`src/rtl/mem_port_arbiter.sv`:
```
// Shares the CPU's single memory port between icache fills and dcache fills/writebacks,
// with a starvation guard that forces an icache grant after STARVE_LIMIT dcache grants.
module mem_port_arbiter #(
  parameter int                    ADDR_WIDTH     = 32,
  parameter int                    LINE_BITS      = 128,
  parameter int                    SIZE_WIDTH     = 2,
  parameter int                    STARVE_LIMIT   = 4,
  parameter logic [SIZE_WIDTH-1:0] LINE_SIZE_CODE = 2'b11
) (
  input  logic                  clk,
  input  logic                  rst,
  input  logic                  ic_rd_req_i,
  input  logic [ADDR_WIDTH-1:0] ic_addr_i,
  output logic                  ic_rsp_valid_o,
  output logic [LINE_BITS-1:0]  ic_rsp_data_o,
  input  logic                  dc_rd_req_i,
  input  logic                  dc_wr_req_i,
  input  logic [ADDR_WIDTH-1:0] dc_addr_i,
  input  logic [LINE_BITS-1:0]  dc_wr_data_i,
  input  logic [SIZE_WIDTH-1:0] dc_size_i,
  output logic                  dc_rsp_valid_o,
  output logic [LINE_BITS-1:0]  dc_rsp_data_o,
  output logic                  dc_wr_done_o,
  output logic                  mem_rd_req_valid_o,
  output logic                  mem_wr_req_valid_o,
  output logic                  mem_req_is_instr_o,
  output logic [ADDR_WIDTH-1:0] mem_req_address_o,
  output logic [LINE_BITS-1:0]  mem_wr_data_o,
  output logic [SIZE_WIDTH-1:0] mem_req_access_size_o,
  input  logic                  mem_data_valid_i,
  input  logic                  mem_data_is_instr_i,
  input  logic [LINE_BITS-1:0]  mem_data_i,
  input  logic                  mem_write_done_i,
  output logic                  busy_o,
  output logic                  err_o
);

  localparam int STREAK_W = $clog2(STARVE_LIMIT + 1);
  localparam logic [STREAK_W-1:0] STREAK_MAX = STREAK_W'(STARVE_LIMIT);

  typedef enum logic [2:0] {IDLE, IC_RD, DC_RD, DC_WR, RESP} state_t;

  state_t                  state_q, state_d;
  logic [STREAK_W-1:0]     streak_q, streak_d;
  logic                    err_q, err_d;
  logic                    ic_rsp_valid_q, ic_rsp_valid_d;
  logic [LINE_BITS-1:0]    ic_rsp_data_q, ic_rsp_data_d;
  logic                    dc_rsp_valid_q, dc_rsp_valid_d;
  logic [LINE_BITS-1:0]    dc_rsp_data_q, dc_rsp_data_d;
  logic                    dc_wr_done_q, dc_wr_done_d;
  logic                    mem_rd_req_valid_q, mem_rd_req_valid_d;
  logic                    mem_wr_req_valid_q, mem_wr_req_valid_d;
  logic                    mem_req_is_instr_q, mem_req_is_instr_d;
  logic [ADDR_WIDTH-1:0]   mem_req_address_q, mem_req_address_d;
  logic [LINE_BITS-1:0]    mem_wr_data_q, mem_wr_data_d;
  logic [SIZE_WIDTH-1:0]   mem_req_access_size_q, mem_req_access_size_d;

  always_ff @(posedge clk) begin
    if (!rst) begin
      state_q               <= IDLE;
      streak_q              <= '0;
      err_q                 <= 1'b0;
      ic_rsp_valid_q        <= 1'b0;
      ic_rsp_data_q         <= '0;
      dc_rsp_valid_q        <= 1'b0;
      dc_rsp_data_q         <= '0;
      dc_wr_done_q          <= 1'b0;
      mem_rd_req_valid_q    <= 1'b0;
      mem_wr_req_valid_q    <= 1'b0;
      mem_req_is_instr_q    <= 1'b0;
      mem_req_address_q     <= '0;
      mem_wr_data_q         <= '0;
      mem_req_access_size_q <= '0;
    end else begin
      state_q               <= state_d;
      streak_q              <= streak_d;
      err_q                 <= err_d;
      ic_rsp_valid_q        <= ic_rsp_valid_d;
      ic_rsp_data_q         <= ic_rsp_data_d;
      dc_rsp_valid_q        <= dc_rsp_valid_d;
      dc_rsp_data_q         <= dc_rsp_data_d;
      dc_wr_done_q          <= dc_wr_done_d;
      mem_rd_req_valid_q    <= mem_rd_req_valid_d;
      mem_wr_req_valid_q    <= mem_wr_req_valid_d;
      mem_req_is_instr_q    <= mem_req_is_instr_d;
      mem_req_address_q     <= mem_req_address_d;
      mem_wr_data_q         <= mem_wr_data_d;
      mem_req_access_size_q <= mem_req_access_size_d;
    end
  end

  // Arbitration, streak bookkeeping and protocol-error detection.
  always_comb begin
    state_d  = state_q;
    streak_d = streak_q;
    err_d    = err_q;
    case (state_q)
      IDLE: begin
        if (ic_rd_req_i && (streak_q == STREAK_MAX)) begin
          state_d = IC_RD;
        end else if (dc_wr_req_i) begin
          state_d = DC_WR;
        end else if (dc_rd_req_i) begin
          state_d = DC_RD;
        end else if (ic_rd_req_i) begin
          state_d = IC_RD;
        end
        if (state_d == IC_RD) begin
          streak_d = '0;
        end else if ((state_d == DC_RD) || (state_d == DC_WR)) begin
          if (!ic_rd_req_i) begin
            streak_d = '0;
          end else if (streak_q != STREAK_MAX) begin
            streak_d = streak_q + STREAK_W'(1);
          end
        end
        if (mem_data_valid_i || mem_write_done_i) err_d = 1'b1;
      end
      IC_RD: begin
        if (mem_data_valid_i) begin
          state_d = RESP;
          if (!mem_data_is_instr_i) err_d = 1'b1;
        end
        if (mem_write_done_i) err_d = 1'b1;
      end
      DC_RD: begin
        if (mem_data_valid_i) begin
          state_d = RESP;
          if (mem_data_is_instr_i) err_d = 1'b1;
        end
        if (mem_write_done_i) err_d = 1'b1;
      end
      DC_WR: begin
        if (mem_write_done_i) state_d = RESP;
        if (mem_data_valid_i) err_d = 1'b1;
      end
      RESP: begin
        state_d = IDLE;
        if (mem_data_valid_i || mem_write_done_i) err_d = 1'b1;
      end
      default: state_d = IDLE;
    endcase
  end

  // Registered outputs are computed from the next state so the request appears
  // the cycle after the grant and drops the cycle after the memory responds.
  always_comb begin
    mem_rd_req_valid_d    = (state_d == IC_RD) || (state_d == DC_RD);
    mem_wr_req_valid_d    = (state_d == DC_WR);
    mem_req_is_instr_d    = (state_d == IC_RD);
    mem_req_address_d     = '0;
    mem_wr_data_d         = '0;
    mem_req_access_size_d = '0;
    if (state_q == IDLE) begin
      case (state_d)
        IC_RD: begin
          mem_req_address_d     = ic_addr_i;
          mem_req_access_size_d = LINE_SIZE_CODE;
        end
        DC_RD: begin
          mem_req_address_d     = dc_addr_i;
          mem_req_access_size_d = dc_size_i;
        end
        DC_WR: begin
          mem_req_address_d     = dc_addr_i;
          mem_req_access_size_d = dc_size_i;
          mem_wr_data_d         = dc_wr_data_i;
        end
        default: ;
      endcase
    end else if (state_d == state_q) begin
      mem_req_address_d     = mem_req_address_q;
      mem_wr_data_d         = mem_wr_data_q;
      mem_req_access_size_d = mem_req_access_size_q;
    end

    ic_rsp_valid_d = (state_q == IC_RD) && mem_data_valid_i;
    dc_rsp_valid_d = (state_q == DC_RD) && mem_data_valid_i;
    dc_wr_done_d   = (state_q == DC_WR) && mem_write_done_i;
    ic_rsp_data_d  = ic_rsp_valid_d ? mem_data_i : ic_rsp_data_q;
    dc_rsp_data_d  = dc_rsp_valid_d ? mem_data_i : dc_rsp_data_q;
  end

  assign ic_rsp_valid_o        = ic_rsp_valid_q;
  assign ic_rsp_data_o         = ic_rsp_data_q;
  assign dc_rsp_valid_o        = dc_rsp_valid_q;
  assign dc_rsp_data_o         = dc_rsp_data_q;
  assign dc_wr_done_o          = dc_wr_done_q;
  assign mem_rd_req_valid_o    = mem_rd_req_valid_q;
  assign mem_wr_req_valid_o    = mem_wr_req_valid_q;
  assign mem_req_is_instr_o    = mem_req_is_instr_q;
  assign mem_req_address_o     = mem_req_address_q;
  assign mem_wr_data_o         = mem_wr_data_q;
  assign mem_req_access_size_o = mem_req_access_size_q;
  assign busy_o                = (state_q != IDLE);
  assign err_o                 = err_q;

endmodule

```
`config.mk`:
```
export PLATFORM = sky130hd
export DESIGN_NAME = mem_port_arbiter
export DESIGN_NICKNAME = d
export VERILOG_FILES = /design/src/rtl/mem_port_arbiter.sv
export SDC_FILE = /design/constraint.sdc
export NUM_CORES = 1
export LEC_CHECK = 0
export BUFFER_PORTS_ARGS = -buffer_cell sky130_fd_sc_hd__buf_2
export CORE_AREA = 2 2 298 300
export DETAILED_ROUTE_END_ITERATION = 10
export DIE_AREA = 0 0 300 302
export GPL_TIMING_DRIVEN = 0
export RECOVER_POWER = 100
export SETUP_SLACK_MARGIN = 0.3
export SYNTH_ARGS = -nofsm -noshare
export SYNTH_HDL_FRONTEND = slang
export SYNTH_SLANG_ARGS = --single-unit
```
`constraint.sdc`:
```
create_clock -name clk -period 5.6 [get_ports clk]
set_clock_uncertainty 0.1 [all_clocks]
set_input_delay 0.84 -clock clk [delete_from_list [all_inputs] [get_ports clk]]
set_output_delay 0.84 -clock clk [all_outputs]
set_load 0.02 [all_outputs]
```
==> metrics.txt <==
# setup viols final=0; initial antenna violation count=7; Max Root-Sink Buffers=3; min-delay src=dc_addr_i[19]; IO Count=756; async set or reset register ratio after synthesis=0%; Critical Path End Type=flop; Reg2Reg Launch Point=state_q[1]; Power Density=roughly 390 nW/um^2; CTS tree=yes; TritonCTS buffer count=around 50; Multi-input gate area=roughly 5200 um^2; Hold Crit Depth=3; period utilisation layout=71.5%; fin util=23.7%; WP data required=6020 ps; Max-cap violations=1; routed vias=between 10000 and 15000; DRC marker count from the first detailed-route iteration=978; Pleak=7.83 nW; vias in the first global route=about 14000; FILL cells=around 9900; CP delay by family, top=buffers and inverters; Max stage delay on crit path=1170 ps; Final HPWL DP=about 54 mm; Max FO, Critical Path=10; Die W=300 um; CP cell instances=clkbuf_1, mux2_1, mux2_2, nor3_1, clkbuf_1, clkbuf_1, a22o_1; yosys warns=0; DR WL/cell=~19 um; first-pass GRT wire length=94.2 mm; worst endpoint data arrival time=4430 ps; overall power=about 8.0 mW; flops & latches, synth=about 430; post-synthesis sequential area ratio=59.9%; sum of buffers and inverters on the critical path=3; Final Max Tran Viols=10; outcome=finished with violations; IO Port Bufs=755; Synth top area share=59.9%; hold_buf cts=0; worst-margin pin slew=1570 ps; Synth Instances=1622; worst hold path type=input port to flop; # resized after CTS=0; Post-synth EDFFs=0; RSZ-0062 raised after global routing=no; number of core rows=109; clk_lat worst skew=590 ps; critical path type=flop to flop; CTS sink cnt=between 400 and 500; All-Layer GR Usage=14.1%; share of cells above drive strength 1=17.4%; clock root cell=clkbuf_16; failing checks=max-capacitance violations, max-slew violations; largest net degree at the start of global routing=14; Post-Syn Nets=1954; Slowest-stage cell, CP=nor3_1; DR vias/cell=4.03; mean area per synthesized cell=between 8 and 9 um^2; Final Hold Fails=0; reg2reg end=mem_wr_data_o[100]; setup_tns=0 ps; gpl congestion=0.904; drt first pass iters=5; min cycle time layout=4010 ps; Layout Nets=2760; most common cell in the netlist=nand2_1; flop2flop setup slack=1590 ps; placeable core region=87600 um^2; DRT Wirelength=68.5 mm; Area growth syn-to-layout=44.1%; Post-synth top cells=581 x nand2_1, 431 x dfxtp_1, 259 x a21oi_1; R2R depth=7; Min-Delay Endpoint=mem_req_address_o[19]; Yosys top cell by area=dfxtp_1; number of post-CTS setup repair buffers=0; Max Fclk=between 200 and 250 MHz; gr ovfl total=0; Cell Area, Synth=between 10000 and 15000 um^2; most frequent CP cell=clkbuf_1; register area=8630 um^2; # H-tree levels=2; # DRC=0; Main synth FF type=dfxtp_1; main area contributors after synthesis=dfxtp_1 60%, nand2_1 15%, a21oi_1 9.0%; DIE HEIGHT=302 um; antenna-violating nets left=0; Yosys cell types=34; Initial Utilization=16.4%; Worst-path clk slew=60 ps; Worst setup SP type=flop; Die Footprint=90600 um^2; worst slew margin relative to its limit=-5.48%; Max rail drop VDD=about 0.2 mV
[area by class of cell]
class	count	area share, %
Multi-Input combinational cell	1058	25.1
Clock inverter	20	1.18
Timing Repair Buffer	755	15.6
Sequential cell	431	41.6
Buffer	126	2.34
Tap cell	1165	7.02
Clock buffer	69	6.99
Antenna cell	3	0.0362
Inverter	7	0.127
[placed cells by master, fill, tap and decap left out, drive strengths merged, types with 3 or more instances in the layout]
master and count:
diode 3, clkbuf 608, mux2 3, nor3 7, a22o 128, nand2b 3
a22oi 32, nand2 581, o21ai 5, clkinv 8, buf 342, a21oi 259
bufinv 4, nor2 11, inv 11, nand3 5, clkinvlp 4, dfxtp 431
[registers in the layout, indices dropped and copies added, names as in the netlist, 2 cells and up]
signal,count
state_q,3
ic_rsp_data_o,128
mem_wr_data_o,128
streak_q,3
mem_req_access_size_o,2
dc_rsp_data_o,128
mem_req_address_o,32
[kinds of logic after synthesis]
kind of cell	synth area share (%)
buffers and inverters	3.82
and+or+nand+nor	16.8
AOI/OAI and AO/OA	19.1
muxes	0.235
DFF	59.9
adders and majority gates	0.174
[metal layers]
layer	up-vias	part of all wire [%]	global-route usage (%)
li1	7071	-	-
met1	6802	38	15.8
met2	618	48	24.5
met3	128	9.8	5.28
met4	8	3.4	4.90
met5	-	0.076	0
[report_power, final]
group          switching, mW  internal [mW]
Sequential             0.123           3.28
Combinational          0.906          0.350
Clock                   1.37           2.00
[worst reg2reg max path, cell delays in order (launching register included)]
cell	delay (ps)
dfxtp_1	310
clkbuf_1	320
mux2_1	410
mux2_2	280
nor3_1	1170
clkbuf_1	580
clkbuf_1	540
a22o_1	230
[stage by stage]
stage | hold WS, ps | instances | instance area [um^2] | worst slack [ps]
floorplan | 341 | 1622 | 14400 | 3330
global placement | 338 | 3542 | 19600 | 1700
detailed placement | 343 | 3542 | 19600 | 1690
CTS | 280 | 3631 | 21300 | 2110
global route | 310 | 3632 | 20700 | 1170
finish | 336 | 3634 | 20800 | 1590
[worst max path at each step]
stage | end | start | slack [ps] | depth (start not counted)
2_1_floorplan | mem_wr_data_o[109] | mem_write_done_i | 3330 | 6
3_3_place_gp | ic_rsp_data_o[7] | mem_data_valid_i | 1700 | 6
3_5_place_dp | ic_rsp_data_o[7] | mem_data_valid_i | 1690 | 6
4_1_cts | ic_rsp_data_o[7] | state_q[2] | 2110 | 7
5_1_grt | mem_req_address_o[9] | state_q[1] | 1170 | 8
6_report | mem_wr_data_o[100] | state_q[1] | 1590 | 7
No activity file was read; power rests on OpenSTA's default activity.
